<file path="config.mk">
export PLATFORM = sky130hd
export DESIGN_NAME = pipe_ctrl
export DESIGN_NICKNAME = d
export VERILOG_FILES = /design/src/rtl/pipe_ctrl_pkg.sv /design/src/rtl/pipe_ctrl_load_use_det.sv /design/src/rtl/pipe_ctrl.sv
export SDC_FILE = /design/constraint.sdc
export NUM_CORES = 1
export LEC_CHECK = 0
export ABC_AREA = 0
export CORE_MARGIN = 3
export CORE_UTILIZATION = 49
export DETAILED_ROUTE_END_ITERATION = 10
export PLACE_DENSITY = 0.76
export SETUP_SLACK_MARGIN = 0.3
export SLEW_MARGIN = 20
export SYNTH_ARGS = -nofsm -noshare
export SYNTH_HDL_FRONTEND = slang
export SYNTH_HIERARCHICAL = 1
export SYNTH_SLANG_ARGS = --single-unit
export TNS_END_PERCENT = 100
</file>
<file path="constraint.sdc">
create_clock -name i_clk -period 2.7 [get_ports i_clk]
set_input_delay 0.27 -clock i_clk [delete_from_list [all_inputs] [get_ports i_clk]]
set_output_delay 0.27 -clock i_clk [all_outputs]
set_load 0.01 [all_outputs]
</file>
<file path="src/rtl/pipe_ctrl_pkg.sv">
// rtl/pipe_ctrl_pkg.sv - shared types and constants for the pipeline sequencing controller
//
// Holds the controller state encoding, the writeback-select code that marks
// a load (shared with the decoder), and the width of the event counters.
package pipe_ctrl_pkg;

  typedef enum logic [1:0] {
    INIT     = 2'd0,
    RUN      = 2'd1,
    MEM_WAIT = 2'd2
  } state_t;

  localparam logic [1:0] WB_MEM = 2'b01;

  localparam int CNT_W = 32;

endpackage

</file>
<file path="src/rtl/pipe_ctrl_load_use_det.sv">
// rtl/pipe_ctrl_load_use_det.sv - combinational load-use hazard comparator
//
// Ports:
//   i_rs1_addr_id, i_rs2_addr_id  source registers of the instruction in ID
//   i_rs1_used_id, i_rs2_used_id  ID instruction actually reads rs1 / rs2
//   i_rd_addr_ex                  destination register of the instruction in EX
//   i_rd_wren_ex                  EX instruction writes rd
//   i_wb_sel_ex                   EX writeback select (WB_MEM = load)
//   o_hit                         ID consumes the result of the load in EX
module load_use_det
  import pipe_ctrl_pkg::*;
(
  input  logic [4:0] i_rs1_addr_id,
  input  logic [4:0] i_rs2_addr_id,
  input  logic       i_rs1_used_id,
  input  logic       i_rs2_used_id,
  input  logic [4:0] i_rd_addr_ex,
  input  logic       i_rd_wren_ex,
  input  logic [1:0] i_wb_sel_ex,
  output logic       o_hit
);

  logic w_load_ex;
  logic w_rs1_match;
  logic w_rs2_match;

  // x0 is hardwired to zero, so a load targeting it never creates a dependency
  assign w_load_ex   = (i_wb_sel_ex == WB_MEM) && i_rd_wren_ex && (i_rd_addr_ex != 5'd0);
  assign w_rs1_match = i_rs1_used_id && (i_rs1_addr_id == i_rd_addr_ex);
  assign w_rs2_match = i_rs2_used_id && (i_rs2_addr_id == i_rd_addr_ex);
  assign o_hit       = w_load_ex && (w_rs1_match || w_rs2_match);

endmodule

</file>
<file path="src/rtl/pipe_ctrl.sv">
// rtl/pipe_ctrl.sv - 5-stage pipeline sequencing controller (freeze, flush, load-use, init)
//
// Parameters:
//   MEM_TIMEOUT  max frozen cycles for one memory access before forced release (>=2)
//   INIT_CYCLES  cycles IF/ID and ID/EX flushes are held after reset release (>=1)
// Ports:
//   i_clk, i_reset                 clock, asynchronous active-low reset
//   i_rs1/rs2_addr_id, *_used_id   ID source operands
//   i_rd_addr_ex, i_rd_wren_ex     EX destination
//   i_wb_sel_ex                    EX writeback select
//   i_pc_sel_ex                    taken branch/jump resolved in EX
//   i_mem_req, i_mem_ack           MEM stage access outstanding / completing
//   o_enable_pc/if/id/ex/mem       register enables
//   o_reset_if, o_reset_id         active-low sync flush of IF/ID and ID/EX
//   o_mem_err                      one-cycle pulse on memory timeout
//   o_stall_cnt, o_flush_cnt       event counters
module pipe_ctrl
  import pipe_ctrl_pkg::*;
#(
  parameter int MEM_TIMEOUT = 16,
  parameter int INIT_CYCLES = 2
) (
  input  logic             i_clk,
  input  logic             i_reset,
  input  logic [4:0]       i_rs1_addr_id,
  input  logic [4:0]       i_rs2_addr_id,
  input  logic             i_rs1_used_id,
  input  logic             i_rs2_used_id,
  input  logic [4:0]       i_rd_addr_ex,
  input  logic             i_rd_wren_ex,
  input  logic [1:0]       i_wb_sel_ex,
  input  logic             i_pc_sel_ex,
  input  logic             i_mem_req,
  input  logic             i_mem_ack,
  output logic             o_enable_pc,
  output logic             o_enable_if,
  output logic             o_enable_id,
  output logic             o_enable_ex,
  output logic             o_enable_mem,
  output logic             o_reset_if,
  output logic             o_reset_id,
  output logic             o_mem_err,
  output logic [CNT_W-1:0] o_stall_cnt,
  output logic [CNT_W-1:0] o_flush_cnt
);

  localparam int WAIT_W = $clog2(MEM_TIMEOUT + 1);
  localparam int INIT_W = $clog2(INIT_CYCLES + 1);
  localparam logic [WAIT_W-1:0] WAIT_MAX  = WAIT_W'(MEM_TIMEOUT);
  localparam logic [INIT_W-1:0] INIT_LAST = INIT_W'(INIT_CYCLES - 1);

  state_t            r_state;
  logic [INIT_W-1:0] r_init_cnt;
  logic [WAIT_W-1:0] r_wait_cnt;
  logic [CNT_W-1:0]  r_stall_cnt;
  logic [CNT_W-1:0]  r_flush_cnt;

  logic w_hit;
  logic w_in_pipe;
  logic w_pending;
  logic w_timeout;
  logic w_frozen;
  logic w_flush;
  logic w_stall;

  load_use_det u_load_use_det (
    .i_rs1_addr_id (i_rs1_addr_id),
    .i_rs2_addr_id (i_rs2_addr_id),
    .i_rs1_used_id (i_rs1_used_id),
    .i_rs2_used_id (i_rs2_used_id),
    .i_rd_addr_ex  (i_rd_addr_ex),
    .i_rd_wren_ex  (i_rd_wren_ex),
    .i_wb_sel_ex   (i_wb_sel_ex),
    .o_hit         (w_hit)
  );

  // Hazard resolution, priority freeze > flush > load-use. A timeout is a
  // forced release, so it drops out of the freeze term and behaves like ack.
  assign w_in_pipe = (r_state != INIT);
  assign w_pending = i_mem_req && !i_mem_ack;
  assign w_timeout = (r_state == MEM_WAIT) && w_pending && (r_wait_cnt == WAIT_MAX);
  assign w_frozen  = w_in_pipe && w_pending && !w_timeout;
  assign w_flush   = w_in_pipe && !w_frozen && i_pc_sel_ex;
  assign w_stall   = w_in_pipe && !w_frozen && !i_pc_sel_ex && w_hit;

  // Outputs are gated directly by the reset pin so they drop the moment reset
  // is asserted, even between clock edges.
  always_comb begin
    o_enable_pc  = 1'b0;
    o_enable_if  = 1'b0;
    o_enable_id  = 1'b0;
    o_enable_ex  = 1'b0;
    o_enable_mem = 1'b0;
    o_reset_if   = 1'b0;
    o_reset_id   = 1'b0;
    o_mem_err    = 1'b0;
    if (i_reset) begin
      if (!w_in_pipe) begin
        o_enable_pc  = 1'b1;
        o_enable_if  = 1'b1;
        o_enable_id  = 1'b1;
        o_enable_ex  = 1'b1;
        o_enable_mem = 1'b1;
      end else begin
        // ID/EX stays enabled on a load-use stall so its flush inserts the bubble
        o_enable_pc  = !w_frozen && !w_stall;
        o_enable_if  = !w_frozen && !w_stall;
        o_enable_id  = !w_frozen;
        o_enable_ex  = !w_frozen;
        o_enable_mem = !w_frozen;
        o_reset_if   = !w_flush;
        o_reset_id   = !(w_flush || w_stall);
        o_mem_err    = w_timeout;
      end
    end
  end

  always_ff @(posedge i_clk or negedge i_reset) begin
    if (!i_reset) begin
      r_state     <= INIT;
      r_init_cnt  <= '0;
      r_wait_cnt  <= '0;
      r_stall_cnt <= '0;
      r_flush_cnt <= '0;
    end else begin
      case (r_state)
        INIT: begin
          r_init_cnt <= r_init_cnt + 1'b1;
          if (r_init_cnt == INIT_LAST) begin
            r_state <= RUN;
          end
        end
        RUN: begin
          if (w_frozen) begin
            r_state    <= MEM_WAIT;
            r_wait_cnt <= WAIT_W'(1);
          end
        end
        MEM_WAIT: begin
          // Ack, timeout or a dropped request all release the freeze
          if (w_frozen) begin
            r_wait_cnt <= r_wait_cnt + 1'b1;
          end else begin
            r_state    <= RUN;
            r_wait_cnt <= '0;
          end
        end
        default: begin
          r_state <= INIT;
        end
      endcase
      if (w_frozen || w_stall) begin
        r_stall_cnt <= r_stall_cnt + 1'b1;
      end
      if (w_flush) begin
        r_flush_cnt <= r_flush_cnt + 1'b1;
      end
    end
  end

  assign o_stall_cnt = r_stall_cnt;
  assign o_flush_cnt = r_flush_cnt;

endmodule

</file>
**Yosys cells after proc, flatten, opt, wreduce, memory -nomap -nowiden**

Index checks and enable logic that the tools add are counted.

- Register bits: 73
- Input bits: 25
- Output and inout port bits: 72
- Logic and storage cells: 67

- Muxes and demuxes: 17
- $add $sub $neg: 4
- Reduce and logical (&&, ||, !) cells: 31
- Eq/ne operators: 10

Operators with widths:

| kind | count |
|---|---|
| adder 32 x 1 -> 32 bit (second input constant) | 2 |
| logical AND 1 bit | 15 |
| == test 5 bit | 2 |
| two-way mux 1 bit | 10 |
| two-way mux 5 bit | 2 |
| case mux 5 bit (2 select lines) | 1 |
| zero test 1 bit | 7 |
| == test 2 x 1 -> 1 bit (second input constant) | 3 |
| two-way mux 2 bit | 3 |
| inequality test 2 bit (second input constant) | 3 |
| case mux 2 bit (3 select lines) | 1 |
| adder 5 x 1 -> 5 bit (second input constant) | 1 |
| == test 5 bit (second input constant) | 1 |
| nonzero test 5 bit | 1 |
| nonzero test 2 bit | 2 |
| logical OR 1 bit | 3 |
| AND reduction 3 bit | 1 |
| adder 2 x 1 -> 2 bit (second input constant) | 1 |
| == test 2 bit (second input constant) | 1 |
| zero test 2 bit | 1 |
| AND reduction 2 bit | 1 |

**Logic depth before layout (Yosys ltp)**

Gate-level depths: netlist (run 1).

- Depth in word-level cells: 14
- Gate-level depth with buffers: 10
- Mapped depth without buffers: 9

**Cells and area by module**

The synthesis (run 1) kept the hierarchy.

Modules (own cells, without submodules):

| module | times used | cells each | seq. area each (um^2) | area an instance (um^2) |
|---|---|---|---|---|
| pipe_ctrl | 1 | 342 | 1826.8 | 3589.7 |
| load_use_det | 1 | 19 | 0.0 | 141.4 |

**Worst setup path after synthesis (run 1)**

Ideal clock, no wire load.

- Path type: input port to output port
- Start point: in i_rd_addr_ex[1]
- End point: out o_enable_pc
- Buffers on the path: 1
- Data required time: 2.430 ns
- Arrival: 2.055 ns
- Cell stages on the path: 8
- Slack: 0.375 ns
- Path through: or4_1 > o21ai_1 > a21oi_1 > and2b_1 > or3_1 > and2_1 > nor2b_1 > buf_4

- Longest elaborated chain between the ends: 9
- Elaborated cells between the ends (all ways): 13
- Those cells by class: 2 x eq/ne; 2 x mux; 9 x reduce/logical

RTL lines:

| element | RTL line | source |
|---|---|---|
| from (decl) | pipe_ctrl.sv:29 | `input logic [4:0] i_rd_addr_ex,` |
| == test 5 bit (on tied branches) | pipe_ctrl_load_use_det.sv:29, pipe_ctrl_load_use_det.sv:30 |  |
| logical AND 1 bit (on tied branches) | pipe_ctrl_load_use_det.sv:29, pipe_ctrl_load_use_det.sv:30 |  |
| logical OR 1 bit | pipe_ctrl_load_use_det.sv:31 | `assign o_hit = w_load_ex && (w_rs1_match \|\| w_rs2_match);` |
| logical AND 1 bit (*) | pipe_ctrl_load_use_det.sv:31 |  |
| net w_hit | pipe_ctrl.sv:58 | `logic w_hit;` |
| logical AND 1 bit (*) | pipe_ctrl.sv:84 | `assign w_stall = w_in_pipe && !w_frozen && !i_pc_sel_ex && w_hit;` |
| zero test 1 bit (*) | n/a |  |
| logical AND 1 bit (*) | n/a |  |
| two-way mux 1 bit (*) (2 in a row) | n/a |  |
| to (decl) | pipe_ctrl.sv:35 | `output logic o_enable_pc,` |

The timed path passes the listed nets; every way through them passes the cells marked *.

**Worst setup path after layout (run 1)**

- Start point: in i_rd_addr_ex[1]
- End point: out o_enable_pc

- Longest elaborated chain between the ends: 9
- Elaborated cells between the ends (all ways): 13
- Those cells by class: 2 x eq/ne; 2 x mux; 9 x reduce/logical

RTL lines:

| element | RTL line | source |
|---|---|---|
| == test 5 bit (on tied branches) | pipe_ctrl_load_use_det.sv:29, pipe_ctrl_load_use_det.sv:30 |  |
| logical AND 1 bit (on tied branches) | pipe_ctrl_load_use_det.sv:29, pipe_ctrl_load_use_det.sv:30 |  |
| logical OR 1 bit | pipe_ctrl_load_use_det.sv:31 |  |
| logical AND 1 bit (*) | pipe_ctrl_load_use_det.sv:31 |  |
| net w_hit | pipe_ctrl.sv:58 |  |
| logical AND 1 bit (*) | pipe_ctrl.sv:84 |  |
| zero test 1 bit (*) | pipe_ctrl.sv:106 | `o_enable_pc = !w_frozen && !w_stall;` |
| logical AND 1 bit (*) | pipe_ctrl.sv:106 |  |
| two-way mux 1 bit (*) | pipe_ctrl.sv:98 | `if (!w_in_pipe) begin` |
| two-way mux 1 bit (*) | pipe_ctrl.sv:97 | `if (i_reset) begin` |

Marks and branches as above.

==> run_results.csv, run 1 <==
group,metric,value,unit
sta,skew,0.00882,ns
route,wl_per_cell,14.8,µm
grt,grt_max_degree,43,
logic_synthesis,ys_ff_latch,73,
worst_setup_path,reg2reg_slack,0.66,ns
run,maxCapViolCount,0,
sta,finalMaxSlewViolations,0,
die,die_w,93.3,µm
logic_synthesis,yosysWarnings,6,
cts,root_buffer,"clkbuf_8",
worst_setup_path,reg2reg_to,"o_stall_cnt[23]$_DFFE_PN0P_",
place,placed_cells,566,
die,io_pins,97,
worst_setup_path,start_kind,"input pin",
route,dr.pass1.iters,4,
logic_synthesis,synth_top_area_cell,"dfrtp_1",
pwr,total_power,2.87,mW
logic_synthesis,syn_inst,361,
sta,tightest_slew,0.543,ns
logic_synthesis,netlist_area,3730,µm²
final_layout,layout_common_cells,"clkdlybuf4s50_1 (76), dfrtp_1 (73), xnor2_1 (39)",
final_layout,final_cells,587,
grt,grt.total_usage,0.207,
route,num_vias,3093,
final_layout,ff_latch_area,1830,µm²
die,rows,31,
final_layout,nets,513,
pwr,comb_power_share,0.256,
logic_synthesis,ys_top_cells_by_area,"dfrtp_1 (49%), xnor2_1 (9.2%), xor2_1 (8.0%)",
logic_synthesis,synth_cell_type_count,47,
sta,max_slew_margin,0.635,
grt,grt_overflow_total,0,
die,die_area,8700,µm²
final_layout,drive_gt1_frac,0.148,
grt,grt_pass1_wl,14300,µm
route,drt_iter0_markers,114,
cts,clkSinkCount,73,
min_path,min_path_type,"input pin to asynchronous set/reset pin",
worst_setup_path,end_kind,"primary output",
logic_synthesis,synthArstFlopShare,1.00,
worst_setup_path,crit_fanout,2,
worst_setup_path,required,2.43,ns
cts,clock_path_buffers,2,
pwr,leakagePower,2.36,nW
pwr,p_int,1.94,mW
logic_synthesis,syn_nets,391,
pwr,p_sw,930,µW
cts,clkSlewWorstSetupHoldPaths,0.08,ns
place,hpwl,6460,µm
sta,hold_violations,0,
logic_synthesis,synth_edf_count,0,
final_layout,final_common_cell,"clkdlybuf4s50_1",
worst_setup_path,startpoint,"i_rd_addr_ex[1]",
route,wl_met2,4310,µm
worst_setup_path,crit_type,"input pin to primary output",
pwr,p_seq_frac,0.465,
cts,cts_max_level,3,
worst_setup_path,reg2regPathDepth,10,
sta,whs,0.299,ns
worst_setup_path,critPathArrivalTime,2.06,ns
route,wl_met3,416,µm
route,wl_met1,3820,µm
logic_synthesis,ys.flop_type,"dfrtp_1",
logic_synthesis,ys_seq_area_frac,0.490,
logic_synthesis,synth.top_cell.area_share,0.490,
grt,antenna_found_initial,0,
sta,min_period,2.33,ns
place,portBuffers,96,
pwr,ir_drop,445,µV
die,initial_core_util,0.509,
pwr,p_sw_frac,0.324,
final_layout,area_growth_syn_to_layout,38.0,%
sta,rsz0062_at_grt,"false",
grt,first_global_vias,3081,
die,dieHeight,93.3,µm
worst_setup_path,crit_path_end,"o_enable_pc",
cts,clock_latency,0.34,ns
route,routed_via_density,5.27,
final_layout,multiInputGateArea,1820,µm²
final_layout,antenna_cells,0,
cts,cts_buffers,9,
worst_setup_path,r2r_start,"r_wait_cnt[0]$_DFFE_PN0P_",
route,highest_layer,"met4",
route,wirelength,8660,µm
die,core_area,7330,µm²
outcome,status,"complete, no violations",
route,ant_nets,0,
sta,fin_crit_sh,0.862,
final_layout,fill_cells,567,
pwr,power_frac_clock,0.279,
place,routabilityCongestion,0.782,
final_layout,finalCoreUtilization,0.702,
sta,max_freq,430,MHz
logic_synthesis,synth.avg_cell_area,10.3,µm²
route,drc,0,
sta,setup_viol,0,
cts,cts_tree,"built",
pwr,p_per_area,558,nW/µm²
layout make-up:
cell class / count / area share
Clock buffer: 9 / 0.0241
Clock inverter: 7 / 0.0119
Inverter: 10 / 0.00729
Multi-Input combinational cell: 268 / 0.354
Sequential cell: 73 / 0.355
Tap cell: 99 / 0.0241
Timing Repair Buffer: 121 / 0.224
synthesized netlist by cell type, types with 2 or more instances:
master	instances
clkbuf_1	2
nor4_1	5
nor2b_1	3
dfrtp_1	73
and2_1	4
clkbuf_8	2
nand2b_1	3
o2bb2ai_1	2
nand4_1	23
nor2_1	29
a21oi_1	5
nand4_2	4
mux2_2	2
nor3_1	14
xor2_1	34
nor4_2	2
o21ai_0	7
nand3_1	24
a31oi_1	2
xnor2_1	39
inv_1	10
ha_1	5
o21a_1	2
or2_2	3
nand2_1	32
and3_1	7
buf_4	3
flip-flops by register name, summed over array words and instances, names as in the netlist:
signal / count
o_flush_cnt: 32
o_stall_cnt: 32
r_init_cnt: 2
r_state: 2
r_wait_cnt: 5
repair_timing:
action | CTS | global route
pin swaps | 8 | 7
setup endpoints to repair | 13 | 18
endpoints found under the hold margin | 5 | 0
gates resized for setup | 33 | 18
hold buffers | 1 | 0
setup buffers | 4 | 0
per-layer routing:
metal	vias up	GRT usage
li1	1501	-
met4	0	0.0733
met2	83	0.342
met3	11	0.0467
met1	1498	0.266
met5	-	0
through the flow:
stage	setup TNS, ns	worst slack (ns)	cell area, µm²
6_report	0	0.372	5150
5_1_grt	0	0.287	5150
4_1_cts	0	0.300	5110
3_5_place_dp	-1.17	-0.389	4890
3_3_place_gp	-0.896	-0.397	4890
2_1_floorplan	0	0.375	3730
logic make-up after synthesis:
group | after synthesis | synth area share
muxes | 2 | 0.00604
and+or+nand+nor | 163 | 0.240
AOI/OAI and AO/OA | 25 | 0.0456
buffers and inverters | 20 | 0.0309
xor gates and xnor gates | 73 | 0.171
adders and majority gates | 5 | 0.0168
DFF | 73 | 0.490
worst min path at each step:
| stage | from | endpoint | slack (ns) | depth (start not counted) |
|---|---|---|---|---|
| detailed placement | i_reset | r_wait_cnt[1]$_DFFE_PN0P_ | 0.12 | 1 |
| global route | i_reset | r_wait_cnt[4]$_DFFE_PN0P_ | 0.30 | 2 |
| floorplan | i_reset | o_flush_cnt[0]$_DFFE_PN0P_ | -0.03 | 0 |
| CTS | i_reset | r_wait_cnt[0]$_DFFE_PN0P_ | 0.29 | 2 |
| finish | i_reset | r_wait_cnt[4]$_DFFE_PN0P_ | 0.30 | 2 |
| global placement | i_reset | r_wait_cnt[4]$_DFFE_PN0P_ | 0.12 | 1 |
critical path, cell delays in order:
cell and delay, ns:
buf_2 0.11, or4_1 0.53, o21ai_2 0.15, a21oi_2 0.04
and2b_2 0.21, or3_4 0.34, and2_4 0.16, nor2b_4 0.13
buf_6 0.11
power groups by stage:
stage / registers (mW) / clock network, mW / logic [mW]
3_3_place_gp: 1.36 / 0 / 0.693
6_report: 1.34 / 0.800 / 0.735
4_1_cts: 1.33 / 0.824 / 0.744
5_1_grt: 1.36 / 0.878 / 0.820
3_5_place_dp: 1.36 / 0 / 0.718
2_1_floorplan: 1.37 / 0 / 0.345
(Power assumes the default switching activity.)
==> run 2: changes to the inputs <==
--- a/config.mk
+++ b/config.mk
@@ -6,10 +6,12 @@
 export NUM_CORES = 1
 export LEC_CHECK = 0
 export ABC_AREA = 0
+export CELL_PAD_IN_SITES_DETAIL_PLACEMENT = 1
+export CELL_PAD_IN_SITES_GLOBAL_PLACEMENT = 2
 export CORE_MARGIN = 3
-export CORE_UTILIZATION = 49
+export CORE_UTILIZATION = 30
 export DETAILED_ROUTE_END_ITERATION = 10
-export PLACE_DENSITY = 0.76
+export PLACE_DENSITY = 0.75
 export SETUP_SLACK_MARGIN = 0.3
 export SLEW_MARGIN = 20
 export SYNTH_ARGS = -nofsm -noshare
==> run 2 against run 1 <==
Effect of this change:
- final cell count rose by 12%
- design area rose by 4.0%
- sequential share of layout area fell by 1.4 points
- clock power rose by 48%
- via count rose by 2.3%
- maximum frequency fell by 3.8%
- register-to-register slack improved by 0.06 ns
- highest routed layer unchanged
==> run_results.csv, run 2 (synthesis gave the netlist of run 1 again) <==
group,metric,value,unit
outcome,status,"complete, no violations",
final_layout,antenna_cells,0,
route,routed_via_density,4.79,
cts,root_buffer,"clkbuf_16",
place,hpwl,7560,µm
sta,max_slew_margin,0.613,
route,wl_per_cell,15.4,µm
route,drc,0,
final_layout,drive_gt1_frac,0.148,
place,dp_slack,-0.439,ns
sta,tightest_slew,0.575,ns
sta,finalMaxSlewViolations,0,
final_layout,final_common_cell,"clkdlybuf4s50_1",
worst_setup_path,crit_fanout,3,
grt,first_global_vias,3404,
worst_setup_path,crit_type,"input pin to primary output",
final_layout,fill_cells,1378,
cts,cts_tree,"built",
sta,max_freq,413,MHz
sta,setup_viol,0,
die,dieHeight,118,µm
route,wirelength,10200,µm
worst_setup_path,path_cells,"buf_2 -> or4_1 -> o21ai_1 -> a21oi_2 -> and2b_2 -> or3_4 -> and2_4 -> nor2b_2 -> buf_2",
cts,clock_latency,0.33,ns
cts,cts_max_level,3,
worst_setup_path,critical_path.most_common_cell,"buf_2",
grt,grt_overflow_total,0,
pwr,total_power,3.28,mW
grt,grt_max_degree,41,
final_layout,final_cells,660,
pwr,p_per_area,613,nW/µm²
place,placed_cells,637,
sta,fin_ws,0.281,ns
cts,cts_buffers,9,
sta,skew,0.00804,ns
route,ant_nets,0,
die,rows,40,
route,dr.pass1.iters,4,
worst_setup_path,start_kind,"input pin",
cts,clkSinkCount,73,
run,maxCapViolCount,0,
place,portBuffers,96,
pwr,leakagePower,2.41,nW
sta,min_period,2.42,ns
pwr,ir_drop,402,µV
die,core_area,12100,µm²
route,num_vias,3164,
sta,hold_violations,0,
grt,grt.total_usage,0.153,
worst_setup_path,slowest_stage,"or4_1",
grt,grt_pass1_wl,17400,µm
sta,whs,0.408,ns
worst_setup_path,critPathArrivalTime,2.15,ns
final_layout,area_growth_syn_to_layout,43.5,%
die,die_area,13800,µm²
sta,fin_crit_sh,0.896,
worst_setup_path,end_kind,"primary output",
die,io_pins,97,
worst_setup_path,required,2.43,ns
final_layout,layout_common_cells,"clkdlybuf4s50_1 (74), dfrtp_1 (73), xnor2_1 (39)",
worst_setup_path,max_stage_delay,0.52,ns
cts,clock_path_buffers,2,
die,initial_core_util,0.309,
min_path,min_path_type,"input pin to asynchronous set/reset pin",
sta,setup_tns,0,ns
final_layout,nets,517,
sta,rsz0062_at_grt,"true",
route,drt_iter0_markers,100,
cts,clkSlewWorstSetupHoldPaths,0.06,ns
place,routabilityCongestion,0.820,
die,die_w,118,µm
grt,antenna_found_initial,0,
run 2: changes by cell type in the layout (fill, tap and decap cells not counted), sizes merged:
cell	delta
clkdlybuf4s15	+1
buf	+5
dlygate4sd2	+5
dlymetal6s2s	-4
clkdlybuf4s50	-2
bufinv	+1
clkinv	+1
clkbuf	+3
clkinvlp	-2
inv	-4
run 2: cell type report:
class / count / area [µm²] / share of cell area
clock inverter: 3 / 40.0 / 0.00748
inverter: 10 / 37.5 / 0.00701
timing repair buffer: 125 / 1150 / 0.216
sequential: 73 / 1830 / 0.341
multi-input combinational: 268 / 1830 / 0.342
tap: 168 / 210 / 0.0393
clock buffer: 13 / 250 / 0.0468
run 2: metrics by stage:
stage                     instance area (µm²)   util
after global routing                     5350  0.444
final                                    5350  0.444
after floorplan                          3730      -
after CTS                                5290  0.439
after global placement                   4990  0.413
after detailed placement                 4990  0.413
run 2: repair_timing:
| item | in CTS | in global routing |
|---|---|---|
| endpoints found under the setup margin | 21 | 29 |
| endpoints found under the hold margin | 17 | 0 |
| gates resized for setup | 37 | 14 |
| hold buffers | 1 | 0 |
| buffers inserted | 4 | 2 |
| pin swaps | 14 | 4 |
run 2: power by group:
part	internal, mW	switching (mW)
Sequential	1.21	0.142
Combinational	0.388	0.366
Clock	0.739	0.443
Total	2.33	0.950
run 2: final timing paths:
| kind | from | endpoint | slack, ns | cells after the start |
|---|---|---|---|---|
| worst max-delay path | i_rd_addr_ex[4] | o_enable_if | 0.28 | 9 |
| worst min-delay path | i_reset | o_stall_cnt[21]$_DFFE_PN0P_ | 0.41 | 2 |
| worst max register to register | r_wait_cnt[0]$_DFFE_PN0P_ | o_stall_cnt[5]$_DFFE_PN0P_ | 0.72 | 9 |
| min in group i_clk | o_flush_cnt[31]$_DFFE_PN0P_ | o_flush_cnt[31]$_DFFE_PN0P_ | 0.46 | 1 |
| worst min register to register | o_flush_cnt[31]$_DFFE_PN0P_ | o_flush_cnt[31]$_DFFE_PN0P_ | 0.46 | 1 |
| max in group asynchronous | i_reset | o_flush_cnt[23]$_DFFE_PN0P_ | 1.47 | 3 |
run 2: worst max-delay path, delay by kind of cell:
family / cells / cell delay [ns]
AND/OR/NAND/NOR: 5 / 1.41
AO/OA/AOI/OAI: 2 / 0.23
buffers and inverters: 2 / 0.24
run 2: layer usage:
metal,wire length [µm],track usage,up-vias
met4,211,0.0549,0
met5,0,0,-
li1,-,-,1508
met1,4450,0.187,1573
met3,441,0.0384,15
met2,5070,0.263,68
==> run 3: changes to the inputs <==
==> constraint.sdc (replaced) <==
create_clock -name i_clk -period 2.7 [get_ports i_clk]
set_input_delay 0.405 -clock i_clk [delete_from_list [all_inputs] [get_ports i_clk]]
set_output_delay 0.405 -clock i_clk [all_outputs]
set_load 0.01 [all_outputs]
==> run 3 against run 2 <==
Effect of this change:
- power grew 3.0%
- clock-buffer cell count fell by 2
- core utilization increased by 1.9 points
- sequential power about the same
- clock power rose by 3%
- final cell count up 1.4%
- maximum frequency is 7.4% lower
- sequential share of layout area down 1.4 points
- hold slack lost 0.27 ns
- critical path depth stayed put
- non-clock buffer count rose by 9
==> run_results.csv, run 3 (synthesis gave the netlist of run 1 again) <==
group,metric,value,unit
worst_setup_path,r2r_start,"r_wait_cnt[1]$_DFFE_PN0P_",
die,die_w,118,µm
place,portBuffers,96,
cts,clkSlewWorstSetupHoldPaths,0.06,ns
sta,tightest_slew,0.638,ns
pwr,leakagePower,2.49,nW
worst_setup_path,crit_type,"input pin to primary output",
worst_setup_path,reg2reg_slack,0.66,ns
worst_setup_path,critPathArrivalTime,2.21,ns
final_layout,multiInputGateArea,1940,µm²
sta,min_period,2.61,ns
sta,fin_crit_sh,0.967,
grt,grt.total_usage,0.156,
worst_setup_path,start_kind,"input pin",
grt,grt_overflow_total,0,
die,rows,40,
final_layout,layout_common_cells,"clkdlybuf4s50_1 (74), dfrtp_1 (73), xnor2_1 (37)",
cts,cts_buffers,9,
place,placed_cells,641,
route,routed_via_density,4.70,
final_layout,fill_cells,1360,
cts,clock_latency,0.33,ns
final_layout,nets,526,
run,maxCapViolCount,0,
pwr,ir_drop,312,µV
worst_setup_path,reg2reg_to,"o_flush_cnt[31]$_DFFE_PN0P_",
cts,cts_tree,"built",
sta,max_freq,383,MHz
final_layout,antenna_cells,0,
route,num_vias,3144,
sta,setup_viol,0,
worst_setup_path,reg2regPathDepth,10,
sta,finalMaxSlewViolations,0,
outcome,status,"complete, no violations",
min_path,min_path_type,"input pin to asynchronous set/reset pin",
route,drt_iter0_markers,66,
final_layout,area_growth_syn_to_layout,49.7,%
sta,max_slew_margin,0.575,
sta,setup_tns,0,ns
cts,clock_path_buffers,2,
cts,root_buffer,"clkbuf_16",
place,hpwl,7570,µm
final_layout,ff_latch_area,1830,µm²
worst_setup_path,end_kind,"primary output",
sta,skew,0.00626,ns
cts,clkSinkCount,73,
sta,hold_violations,0,
grt,first_global_vias,3398,
worst_setup_path,crit_fanout,3,
cts,cts_max_level,3,
grt,grt_max_degree,51,
sta,rsz0062_at_grt,"true",
route,dr.pass1.iters,4,
final_layout,drive_gt1_frac,0.212,
die,initial_core_util,0.309,
worst_setup_path,required,2.30,ns
die,core_area,12100,µm²
die,die_area,13800,µm²
pwr,p_per_area,605,nW/µm²
route,wl_per_cell,15.4,µm
route,wirelength,10300,µm
sta,whs,0.135,ns
route,drc,0,
final_layout,finalCoreUtilization,0.463,
place,routabilityCongestion,0.769,
grt,grt_pass1_wl,17700,µm
final_layout,final_cells,669,
final_layout,final_common_cell,"clkdlybuf4s50_1",
die,dieHeight,118,µm
route,ant_nets,0,
die,io_pins,97,
grt,antenna_found_initial,0,
==> run 3: cell count changes in the layout (fill, tap and decap cells not counted), sizes merged <==
cell / previous run / this run
dlymetal6s2s: 4 / 0
clkdlybuf4s15: 2 / 4
clkbuf: 14 / 12
buf: 34 / 45
clkinv: 2 / 4
==> run 3: metal layers <==
metal | part of all wire | track usage | wire length [µm]
met5 | 0 | 0 | 0
met4 | 0.011 | 0.0396 | 112
met3 | 0.035 | 0.0404 | 361
met2 | 0.51 | 0.268 | 5230
met1 | 0.45 | 0.198 | 4620
==> run 3: critical path, cell delays in order <==
cell and delay, ns:
buf_6 0.09, or4_4 0.52, o21ai_2 0.14, a21oi_2 0.04, and2b_2 0.22, or3_4 0.37, and2_4 0.16, nor2b_4 0.13
buf_6 0.11
==> run 3: metrics by stage <==
| stage | power (mW) | setup slack (ns) | instance area [µm²] |
|---|---|---|---|
| floorplan | 1.73 | 0.281 | 3750 |
| global placement | 2.10 | -0.594 | 5030 |
| detailed placement | 2.12 | -0.622 | 5030 |
| CTS | 3.40 | 0.0415 | 5400 |
| global route | 3.57 | 0.0241 | 5590 |
| finish | 3.38 | 0.0885 | 5590 |
==> run 3: worst max-delay path by stage <==
stage / from / endpoint / slack (ns) / depth (start not counted)
3_3_place_gp: i_rd_addr_ex[1] / o_enable_pc / -0.59 / 9
3_5_place_dp: i_rd_addr_ex[2] / o_enable_if / -0.62 / 9
4_1_cts: i_rd_addr_ex[4] / o_enable_if / 0.04 / 9
6_report: i_rd_addr_ex[2] / o_enable_if / 0.09 / 9
2_1_floorplan: i_rd_addr_ex[1] / o_enable_pc / 0.28 / 8
5_1_grt: i_rd_addr_ex[2] / o_enable_if / 0.02 / 9
==> run 3: repair_timing <==
action                     4_1_cts  5_1_grt
pin swaps                       16       24
setup endpoints to repair       37       27
resized for setup               56       36
buffers inserted                 4        7
hold buffers                     1        0
hold endpoints to repair         4        0
==> run 3: layout make-up <==
type,instances,share of cell area
sequential,73,0.327
tap,168,0.0376
clock buffer,11,0.0452
inverter,10,0.00672
multi-input combinational,268,0.347
clock inverter,5,0.00963
timing repair buffer,134,0.226
==> run 3: power by group <==
group | switching (mW) | internal [mW] | leakage (nW) | total (mW)
registers | 0.141 | 1.21 | 0.970 | 1.35
logic | 0.385 | 0.427 | 1.37 | 0.812
clock network | 0.460 | 0.762 | 0.155 | 1.22
